### src/rtl/instr_encoder_pkg.sv
// instr_encoder shared types: command classes, opcodes, FSM states.
// Optional macro INSTR_ENC_CHECK_EN enables command range checking.
package instr_encoder_pkg;

  typedef enum logic [3:0] {
    CLS_R      = 4'd0,
    CLS_IALU   = 4'd1,
    CLS_LOAD   = 4'd2,
    CLS_STORE  = 4'd3,
    CLS_BRANCH = 4'd4,
    CLS_JAL    = 4'd5,
    CLS_JALR   = 4'd6,
    CLS_LUI    = 4'd7,
    CLS_AUIPC  = 4'd8,
    CLS_SYSTEM = 4'd9
  } cmd_class_e;

  typedef enum logic [1:0] {
    ST_IDLE,
    ST_RUN,
    ST_FLUSH,
    ST_DONE
  } state_e;

  localparam logic [6:0] OP_R      = 7'b0110011;
  localparam logic [6:0] OP_IALU   = 7'b0010011;
  localparam logic [6:0] OP_LOAD   = 7'b0000011;
  localparam logic [6:0] OP_STORE  = 7'b0100011;
  localparam logic [6:0] OP_BRANCH = 7'b1100011;
  localparam logic [6:0] OP_JAL    = 7'b1101111;
  localparam logic [6:0] OP_JALR   = 7'b1100111;
  localparam logic [6:0] OP_LUI    = 7'b0110111;
  localparam logic [6:0] OP_AUIPC  = 7'b0010111;
  localparam logic [6:0] OP_SYSTEM = 7'b1110011;

  localparam logic [31:0] NOP = 32'h0000_0013;

  // True when v is representable as an n-bit two's complement value.
  function automatic logic fits_signed(
    input logic [31:0] v,
    input int unsigned n
  );
    logic [31:0] hi;
    hi = 32'($signed(v) >>> (n - 1));
    return (hi == '0) || (hi == '1);
  endfunction

endpackage

### src/rtl/instr_encoder_imm_packer.sv
// Places a command immediate into its RV32I bit positions.
// INSTR_ENC_CHECK_EN adds a class/range fault flag; otherwise it is 0.
module instr_encoder_imm_packer
  import instr_encoder_pkg::*;
(
  input  logic [3:0]  i_class,
  input  logic [2:0]  i_funct3,
  input  logic        i_f7b5,
  input  logic [31:0] i_imm,
  output logic [31:0] o_imm_bits,
  output logic        o_fault
);

  // Scatter immediate bits per instruction format.
  always_comb begin
    o_imm_bits = '0;
    unique case (cmd_class_e'(i_class))
      CLS_IALU: begin
        if (i_funct3 == 3'b001 || i_funct3 == 3'b101)
          o_imm_bits[31:20] = {1'b0, i_f7b5, 5'b0, i_imm[4:0]};
        else
          o_imm_bits[31:20] = i_imm[11:0];
      end
      CLS_LOAD, CLS_JALR, CLS_SYSTEM:
        o_imm_bits[31:20] = i_imm[11:0];
      CLS_STORE: begin
        o_imm_bits[31:25] = i_imm[11:5];
        o_imm_bits[11:7]  = i_imm[4:0];
      end
      CLS_BRANCH: begin
        o_imm_bits[31:25] = {i_imm[12], i_imm[10:5]};
        o_imm_bits[11:7]  = {i_imm[4:1], i_imm[11]};
      end
      CLS_JAL:
        o_imm_bits[31:12] = {i_imm[20], i_imm[10:1],
                             i_imm[11], i_imm[19:12]};
      CLS_LUI, CLS_AUIPC:
        o_imm_bits[31:12] = i_imm[31:12];
      default: o_imm_bits = '0;
    endcase
  end

`ifdef INSTR_ENC_CHECK_EN
  // Flag illegal classes and immediates that do not fit the format.
  always_comb begin
    o_fault = 1'b0;
    unique case (cmd_class_e'(i_class))
      CLS_IALU, CLS_LOAD, CLS_JALR, CLS_STORE:
        o_fault = ~fits_signed(i_imm, 12);
      CLS_BRANCH:
        o_fault = ~fits_signed(i_imm, 13) | i_imm[0];
      CLS_JAL:
        o_fault = ~fits_signed(i_imm, 21) | i_imm[0];
      CLS_LUI, CLS_AUIPC:
        o_fault = |i_imm[11:0];
      CLS_R, CLS_SYSTEM:
        o_fault = 1'b0;
      default: o_fault = 1'b1;
    endcase
  end
`else
  assign o_fault = 1'b0;
`endif

endmodule

### src/rtl/instr_encoder.sv
// RV32I field-level encoder writing consecutive instruction words.
// Optional macro INSTR_ENC_CHECK_EN rejects illegal/out-of-range commands.
module instr_encoder
  import instr_encoder_pkg::*;
#(
  parameter int AW    = 10,
  parameter int DEPTH = 1024
) (
  input  logic          clk,
  input  logic          rst_n,
  input  logic          start,
  input  logic [AW-1:0] base_addr,
  input  logic          cmd_valid,
  output logic          cmd_ready,
  input  logic [3:0]    cmd_class,
  input  logic [2:0]    cmd_funct3,
  input  logic          cmd_f7b5,
  input  logic [4:0]    cmd_rd,
  input  logic [4:0]    cmd_rs1,
  input  logic [4:0]    cmd_rs2,
  input  logic [31:0]   cmd_imm,
  input  logic          cmd_last,
  output logic          imem_we,
  output logic [AW-1:0] imem_addr,
  output logic [31:0]   imem_wdata,
  output logic          busy,
  output logic          done,
  output logic          err,
  output logic [AW:0]   count
);

  localparam logic [AW:0] LP_DEPTH = (AW + 1)'(DEPTH);

  state_e        r_state;
  state_e        w_state_nxt;
  logic          r_ready;
  logic          w_ready_nxt;
  logic          r_we;
  logic [AW-1:0] r_addr;
  logic [AW-1:0] r_waddr;
  logic [31:0]   r_wdata;
  logic          r_err;
  logic [AW:0]   r_count;
  logic [AW:0]   w_count_nxt;
  logic          w_start;
  logic          w_hs;
  logic          w_wr;
  logic          w_fault;
  logic          w_ovf;
  logic [31:0]   w_imm;
  logic [31:0]   w_word;

  assign w_start = (r_state == ST_IDLE) & start;
  assign w_hs    = r_ready & cmd_valid;
  assign w_wr    = w_hs & ~w_fault;
  assign w_ovf   = (r_state == ST_RUN) & (r_count == LP_DEPTH);

  instr_encoder_imm_packer u_imm (
    .i_class    (cmd_class),
    .i_funct3   (cmd_funct3),
    .i_f7b5     (cmd_f7b5),
    .i_imm      (cmd_imm),
    .o_imm_bits (w_imm),
    .o_fault    (w_fault)
  );

  // Assemble the full word; fields unused by a format stay zero.
  always_comb begin
    w_word = NOP;
    unique case (cmd_class_e'(cmd_class))
      CLS_R:
        w_word = {1'b0, cmd_f7b5, 5'b0, cmd_rs2, cmd_rs1,
                  cmd_funct3, cmd_rd, OP_R};
      CLS_IALU:
        w_word = w_imm | {12'b0, cmd_rs1, cmd_funct3,
                          cmd_rd, OP_IALU};
      CLS_LOAD:
        w_word = w_imm | {12'b0, cmd_rs1, cmd_funct3,
                          cmd_rd, OP_LOAD};
      CLS_JALR:
        w_word = w_imm | {12'b0, cmd_rs1, cmd_funct3,
                          cmd_rd, OP_JALR};
      CLS_STORE:
        w_word = w_imm | {7'b0, cmd_rs2, cmd_rs1,
                          cmd_funct3, 5'b0, OP_STORE};
      CLS_BRANCH:
        w_word = w_imm | {7'b0, cmd_rs2, cmd_rs1,
                          cmd_funct3, 5'b0, OP_BRANCH};
      CLS_JAL:
        w_word = w_imm | {20'b0, cmd_rd, OP_JAL};
      CLS_LUI:
        w_word = w_imm | {20'b0, cmd_rd, OP_LUI};
      CLS_AUIPC:
        w_word = w_imm | {20'b0, cmd_rd, OP_AUIPC};
      CLS_SYSTEM:
        w_word = w_imm | {25'b0, OP_SYSTEM};
      default: w_word = NOP;
    endcase
  end

  // Next state, next count and the registered ready it implies.
  always_comb begin
    w_state_nxt = r_state;
    w_count_nxt = r_count;
    if (w_start)
      w_count_nxt = '0;
    else if (w_wr)
      w_count_nxt = r_count + 1'b1;
    unique case (r_state)
      ST_IDLE:  if (start) w_state_nxt = ST_RUN;
      ST_RUN: begin
        if (w_hs & cmd_last)
          w_state_nxt = ST_FLUSH;
        else if (w_ovf)
          w_state_nxt = ST_DONE;
      end
      ST_FLUSH: w_state_nxt = ST_DONE;
      ST_DONE:  w_state_nxt = ST_IDLE;
      default:  w_state_nxt = ST_IDLE;
    endcase
    w_ready_nxt = (w_state_nxt == ST_RUN) &
                  (w_count_nxt < LP_DEPTH);
  end

  // FSM state, ready and word counter.
  always_ff @(posedge clk or negedge rst_n) begin
    if (!rst_n) begin
      r_state <= ST_IDLE;
      r_ready <= 1'b0;
      r_count <= '0;
    end else begin
      r_state <= w_state_nxt;
      r_ready <= w_ready_nxt;
      r_count <= w_count_nxt;
    end
  end

  // Write stage: one-cycle strobe with the word and its address.
  always_ff @(posedge clk or negedge rst_n) begin
    if (!rst_n) begin
      r_we    <= 1'b0;
      r_wdata <= '0;
      r_waddr <= '0;
    end else begin
      r_we <= w_wr;
      if (w_wr) begin
        r_wdata <= w_word;
        r_waddr <= r_addr;
      end
    end
  end

  // Session address pointer; wraps naturally at 2^AW.
  always_ff @(posedge clk or negedge rst_n) begin
    if (!rst_n)
      r_addr <= '0;
    else if (w_start)
      r_addr <= base_addr;
    else if (w_wr)
      r_addr <= r_addr + 1'b1;
  end

  // Sticky error, cleared only when a new session opens.
  always_ff @(posedge clk or negedge rst_n) begin
    if (!rst_n)
      r_err <= 1'b0;
    else if (w_start)
      r_err <= 1'b0;
    else if ((w_hs & w_fault) | w_ovf)
      r_err <= 1'b1;
  end

  assign cmd_ready  = r_ready;
  assign imem_we    = r_we;
  assign imem_addr  = r_waddr;
  assign imem_wdata = r_wdata;
  assign busy       = (r_state == ST_RUN) | (r_state == ST_FLUSH);
  assign done       = (r_state == ST_DONE);
  assign err        = r_err;
  assign count      = r_count;

endmodule

### config.mk
export PLATFORM = sky130hd
export DESIGN_NAME = instr_encoder
export DESIGN_NICKNAME = d
export VERILOG_FILES = /design/src/rtl/instr_encoder_pkg.sv /design/src/rtl/instr_encoder_imm_packer.sv /design/src/rtl/instr_encoder.sv
export SDC_FILE = /design/constraint.sdc
export NUM_CORES = 1
export LEC_CHECK = 0
export CAP_MARGIN = 15
export CORE_MARGIN = 3
export CORE_UTILIZATION = 50
export DETAILED_ROUTE_END_ITERATION = 10
export PLACE_DENSITY = 0.9
export SLEW_MARGIN = 20
export SYNTH_ARGS = -nofsm -noshare
export SYNTH_HDL_FRONTEND = slang
export SYNTH_SLANG_ARGS = --single-unit
### constraint.sdc
create_clock -name clk -period 4.5 [get_ports clk]
set_input_delay 0.9 -clock clk [delete_from_list [all_inputs] [get_ports clk]]
set_output_delay 0.9 -clock clk [all_outputs]
set_load 0.02 [all_outputs]
==> results.py, run 1 <==
metrics = {
    "outcome": {
        "outcome": "finished clean",
    },
    "sta": {
        "rsz0062_at_grt": "no",
        "hold_viol": 0,
        "slew_viol_final": 0,
        "fmax_mhz": 332,
        "fin_crit_ns": 3.01,
        "tightest_slew_ns": 0.922,
        "min_period_over_period": 0.669,
        "finalClockSkew_ns": 0.0105,
        "setup_viol": 0,
        "finalSetupTns_ns": 0,
        "slew_headroom": 0.385,
    },
    "final_layout": {
        "drive_above_1_share": 0.0669,
        "insertedDiodeCount": 0,
        "final_common_cell": "clkdlybuf4s50_1",
        "final_cells": 637,
        "nets": 611,
        "final_cell_mix": "clkdlybuf4s50_1, dfrtp_1, nand2_1",
        "syn2layout_area_growth_pct": 39.0,
    },
    "clock_network": {
        "cts_root_buffer": "clkbuf_8",
        "cts_sinks": 67,
        "htree_levels": 3,
        "cts_tree": "built",
        "cts_resized": 0,
        "post-cts-setup-buffers": 0,
        "clk_path_buf_depth": 2,
        "cts_hold_buffers": 0,
        "clkLatencyLatePin_ns": 0.34,
        "cts.clk_slew.worst_paths_ns": 0.07,
        "cts_buffers": 9,
    },
    "power_and_ir_drop": {
        "p_sw_mw": 1.06,
        "vdd_ir_drop_max_mv": 0.309,
        "clkPwrFrac": 0.181,
        "total_power_mw": 2.76,
        "p_leak_nw": 2.24,
        "p_int_mw": 1.70,
        "p_comb_frac": 0.458,
        "seq_power_share": 0.361,
        "p_per_area_nw_per_um2": 521,
        "swShare": 0.385,
    },
    "yosys": {
        "synth_edf_count": 0,
        "synth_adder_area_share": 0.0262,
        "synth_ff_type": "dfrtp_1",
        "synth_top_family_by_area": "compound AO/OA/AOI/OAI gates",
        "yosys_warnings": 0,
        "synth_cell_types": 50,
        "synthMuxAreaShare": 0.0170,
        "yosys.area_share.xor_xnor": 0.0436,
        "synth_area_leaders": "dfrtp_1, nand2_1, a22o_1",
        "synth-seq-cells": 67,
        "netlist_instances": 416,
        "synth_compound_area_frac": 0.225,
        "synthArstFlopShare": 1.00,
        "yosys.area_share.simple": 0.197,
        "netlist_area_um2": 3820,
        "ys_seq_area_frac": 0.439,
        "yosysTopAreaCellShare": 0.439,
        "synth_area_leader_cell": "dfrtp_1",
        "avgSynthCellArea_um2": 9.17,
        "postSynthNetCount": 494,
    },
    "global_routing": {
        "grt_pass1_wl_um": 17200,
        "overflow": 0,
        "antenna_found_initial": 0,
        "grt.total_usage": 0.245,
        "grt_max_degree": 55,
        "grt_pass1_vias": 3652,
    },
    "setup_path": {
        "cpPeakStageDelay_ns": 1.06,
        "worstSetupPathType": "input port to flip-flop",
        "cp_max_fo": 24,
        "arrival_ns": 3.28,
        "cp_slowest_cell": "clkdlybuf4s50_1",
        "worstPathCellList": "clkdlybuf4s50_1 -> inv_1 -> a21oi_1 -> nor2_1 -> nor3_2 -> a221o_1",
        "start_kind": "input port",
        "cp-end-kind": "flip-flop",
        "worst-endpoint-required_ns": 4.77,
    },
    "placed_design": {
        "place.gp.congestion": 0.923,
        "portBuffers": 127,
        "hpwl_um": 7630,
        "dp.cells": 621,
    },
    "route": {
        "drc": 0,
        "avgViaCountPerCell": 5.85,
        "drt-initial-drc-count": 354,
        "routed_wl_um": 10400,
        "vias": 3725,
        "antenna_left": 0,
        "wire_per_inst_um": 16.3,
        "first_pass_iters": 6,
    },
    "die": {
        "dieArea_um2": 8720,
        "fp.dieW_um": 93.4,
        "core_um2": 7330,
        "start_util": 0.521,
        "rows": 31,
        "io_pins": 128,
        "die_h_um": 93.4,
    },
    "min_path": {
        "min_path_type": "flip-flop to flip-flop",
    },
    "job": {
        "maxCapViolCount": 0,
    },
}
[layer usage]
metal	GRT usage	share of wire	wire (µm)	vias up
li1	-	-	-	1751
met1	0.324	0.41	4250	1774
met2	0.401	0.50	5140	178
met3	0.0523	0.073	753	22
met4	0.0806	0.021	218	0
met5	0	0	0	-
[per-stage QoR]
| step | utilization | hold slack (ns) | instance area (µm²) | setup slack [ns] |
|---|---|---|---|---|
| final | 0.724 | 0.471 | 5310 | 1.49 |
| after global routing | 0.724 | 0.525 | 5310 | 1.35 |
| after CTS | 0.724 | 0.473 | 5310 | 1.56 |
| after detailed placement | 0.696 | 0.456 | 5100 | 1.20 |
| after global placement | 0.696 | 0.456 | 5100 | 1.36 |
| after floorplan | - | 0.460 | 3820 | 2.43 |
[worst max-delay path: cells and delay by family]
| family | cells | cell delay, ns |
|---|---|---|
| and+or+nand+nor | 2 | 0.44 |
| AOI/OAI and AO/OA | 2 | 0.48 |
| buffers and inverters | 2 | 1.46 |
[synth_stat cells (2+ instances only)]
cell type,number
dfrtp_1,67
nand2_1,66
nor2_1,29
o21ai_0,23
a22oi_1,18
a22o_1,16
inv_1,13
a21oi_1,12
nor2b_1,12
nor3_1,11
xor2_1,11
a221o_1,10
and3_1,10
clkbuf_1,9
nand3_1,9
o22ai_1,9
a222oi_1,8
ha_1,8
xnor2_1,8
buf_2,7
buf_4,5
a31oi_1,4
mux2_2,4
nor3_2,4
and2_1,3
buf_1,3
nand2b_1,3
o311ai_0,3
a211oi_1,2
and4_1,2
buf_6,2
inv_2,2
mux2i_1,2
nand4_1,2
nor4_1,2
nor4b_1,2
o31ai_1,2
[sequential cells by signal, indices dropped and copies added (netlist names)]
name        cells
imem_we         1
r_addr         10
cmd_ready       1
imem_wdata     31
imem_addr      10
err             1
count          11
r_state         2
[final timing paths]
kind	to	cells after the start	slack [ns]	startpoint
max	imem_wdata[29]	6	1.49	cmd_class[0]
max reg2reg	cmd_ready	7	2.52	r_state[1]
min in group asynchronous	imem_addr[7]	1	0.62	rst_n
min	imem_wdata[6]	2	0.47	imem_wdata[6]
min reg2reg	imem_wdata[6]	2	0.47	imem_wdata[6]
max in group asynchronous	imem_wdata[21]	2	2.96	rst_n
[area by class of cell]
class | count | area (µm²)
Fill cell | 534 | 2030
Multi-Input combinational cell | 308 | 1940
Sequential cell | 67 | 1680
Timing Repair Buffer | 132 | 1300
Clock buffer | 10 | 138
Tap cell | 99 | 124
Clock inverter | 6 | 63.8
Inverter | 15 | 56.3
[power by group through the flow]
stage               Combinational (mW)  Clock [mW]  Sequential, mW
floorplan                        0.497           0            1.18
detailed placement                1.27           0            1.00
global placement                  1.23           0           0.992
CTS                               1.28       0.512           0.997
finish                            1.26       0.501           0.997
global route                      1.38       0.540            1.02
[cells by family (layout without fill, tap and decap cells)]
family                     Yosys count  count (layout)
xor gates and xnor gates            19              19
AOI/OAI and AO/OA                  117             117
DFF                                 67              67
muxes                                6               6
buffers and inverters               41             163
and+or+nand+nor                    158             158
adders and majority gates            8               8
Note: power is estimated with default switching activity, not from simulation.
==> run 2, diff against run 1 <==
CORE_UTILIZATION = 42   (was 50)
PLACE_DENSITY = 0.8   (was 0.9)
clock period = 2.45 ns   (was 4.5 ns; I/O delays follow)
==> run 2 against run 1 <==
  * Clock power is 100% higher
  * Power up 89%
  * Clock skew increased by 0.0026 ns
  * Critical path type is now flip-flop to primary output
==> results.py, run 2 (synthesized netlist as in run 1, its figures left out) <==
metrics = {
    "outcome": {
        "outcome": "finished clean",
    },
    "final_layout": {
        "final_cell_mix": "clkdlybuf4s50_1, dfrtp_1, nand2_1",
        "nets": 627,
        "final_cells": 661,
        "syn2layout_area_growth_pct": 43.4,
        "fin_area_um2": 5470,
        "drive_above_1_share": 0.0922,
        "largest_reg_flops": 31,
        "utilization": 0.625,
        "insertedDiodeCount": 0,
        "final_common_cell": "clkdlybuf4s50_1",
    },
    "global_routing": {
        "grt.total_usage": 0.217,
        "grt_pass1_vias": 3766,
        "grt_max_degree": 55,
        "antenna_found_initial": 0,
        "overflow": 0,
        "grt_pass1_wl_um": 18100,
    },
    "placed_design": {
        "portBuffers": 127,
        "place.gp.congestion": 0.897,
        "dpl_cell_area_um2": 5260,
        "dp.cells": 646,
        "hpwl_um": 8350,
    },
    "min_path": {
        "min_path_type": "input port to asynchronous set/reset pin",
    },
    "die": {
        "core_um2": 8760,
        "io_pins": 128,
        "fp.dieW_um": 101,
        "die_h_um": 101,
        "rows": 34,
        "dieArea_um2": 10300,
        "start_util": 0.435,
    },
    "route": {
        "wire_per_inst_um": 16.7,
        "first_pass_iters": 7,
        "drc": 0,
        "routed_wl_um": 11000,
        "drt-initial-drc-count": 353,
        "vias": 3716,
        "avgViaCountPerCell": 5.62,
        "antenna_left": 0,
    },
    "sta": {
        "setup_viol": 0,
        "fin_crit_ns": 2.24,
        "slew_headroom": 0.620,
        "fmax_mhz": 446,
        "finalSetupTns_ns": 0,
        "hold_viol": 0,
        "slew_viol_final": 0,
        "finalClockSkew_ns": 0.0131,
        "rsz0062_at_grt": "no",
        "tightest_slew_ns": 0.570,
        "min_period_over_period": 0.915,
    },
    "power_and_ir_drop": {
        "seq_power_share": 0.351,
        "total_power_mw": 5.22,
        "swShare": 0.379,
        "p_leak_nw": 2.34,
        "p_sw_mw": 1.97,
        "clkPwrFrac": 0.193,
        "p_int_mw": 3.24,
        "p_comb_frac": 0.456,
        "p_per_area_nw_per_um2": 953,
        "vdd_ir_drop_max_mv": 0.422,
    },
    "clock_network": {
        "clkLatencyLatePin_ns": 0.33,
        "clk_path_buf_depth": 2,
        "post-cts-setup-buffers": 0,
        "cts_tree": "built",
        "cts_sinks": 67,
        "htree_levels": 3,
        "cts_buffers": 9,
        "cts_root_buffer": "clkbuf_8",
        "cts.clk_slew.worst_paths_ns": 0.08,
        "cts_hold_buffers": 0,
        "cts_resized": 0,
    },
    "setup_path": {
        "worstPathCellList": "inv_1 -> ha_1 -> clkdlybuf4s50_1",
        "cp_slowest_cell": "clkdlybuf4s50_1",
        "worstSetupPathType": "flip-flop to primary output",
        "worst-endpoint-required_ns": 1.96,
        "start_kind": "flip-flop",
        "cp-end-kind": "primary output",
        "arrival_ns": 1.75,
        "cp_max_fo": 5,
        "cpPeakStageDelay_ns": 0.59,
    },
    "job": {
        "maxCapViolCount": 0,
    },
}
[run 2: worst max-delay path, delay by kind of cell (launching register included)]
| kind | cells | cell delay (ns) |
|---|---|---|
| adders and majority gates | 1 | 0.29 |
| buffers and inverters | 2 | 0.70 |
| DFF | 1 | 0.43 |
[run 2: cell type report]
type	instances	area [µm²]
Clock buffer	9	124
Clock inverter	6	88.8
Fill cell	742	3290
Inverter	15	56.3
Multi-Input combinational cell	308	1940
Sequential cell	67	1680
Tap cell	108	135
Timing Repair Buffer	148	1450
[run 2: worst paths after layout]
| kind | startpoint | to | slack [ns] | cells after the start |
|---|---|---|---|---|
| setup / recovery | r_state[0] | busy | 0.21 | 3 |
| hold / removal | rst_n | r_addr[6] | 0.14 | 1 |
| setup reg to reg | r_state[1] | cmd_ready | 0.49 | 7 |
| hold reg to reg | imem_wdata[6] | imem_wdata[6] | 0.47 | 2 |
| max in group asynchronous | rst_n | imem_wdata[16] | 1.68 | 2 |
| min in group clk | imem_wdata[6] | imem_wdata[6] | 0.47 | 2 |
[run 2: routing by layer]
| layer | vias to the layer above | part of all wire | wire (µm) | GRT usage |
|---|---|---|---|---|
| met2 | 134 | 0.50 | 5510 | 0.368 |
| li1 | 1781 | - | - | - |
| met4 | 0 | 0.011 | 125 | 0.0726 |
| met5 | - | 0 | 0 | 0 |
| met3 | 13 | 0.063 | 694 | 0.0399 |
| met1 | 1788 | 0.43 | 4700 | 0.281 |
[run 2: power groups by stage]
| stage | clock [mW] | sequential [mW] | combinational (mW) |
|---|---|---|---|
| 2_1_floorplan | 0 | 2.18 | 0.913 |
| 3_3_place_gp | 0 | 1.83 | 2.33 |
| 3_5_place_dp | 0 | 1.85 | 2.39 |
| 4_1_cts | 1.03 | 1.83 | 2.40 |
| 5_1_grt | 1.08 | 1.89 | 2.59 |
| 6_report | 1.01 | 1.83 | 2.38 |
[run 2: per-stage QoR]
stage | hold WS (ns) | setup slack (ns)
after CTS | 0.138 | 0.185
final | 0.141 | 0.208
after detailed placement | 0.461 | 0.0621
after global routing | 0.157 | 0.111
after floorplan | 0.194 | 0.629
after global placement | 0.458 | 0.167
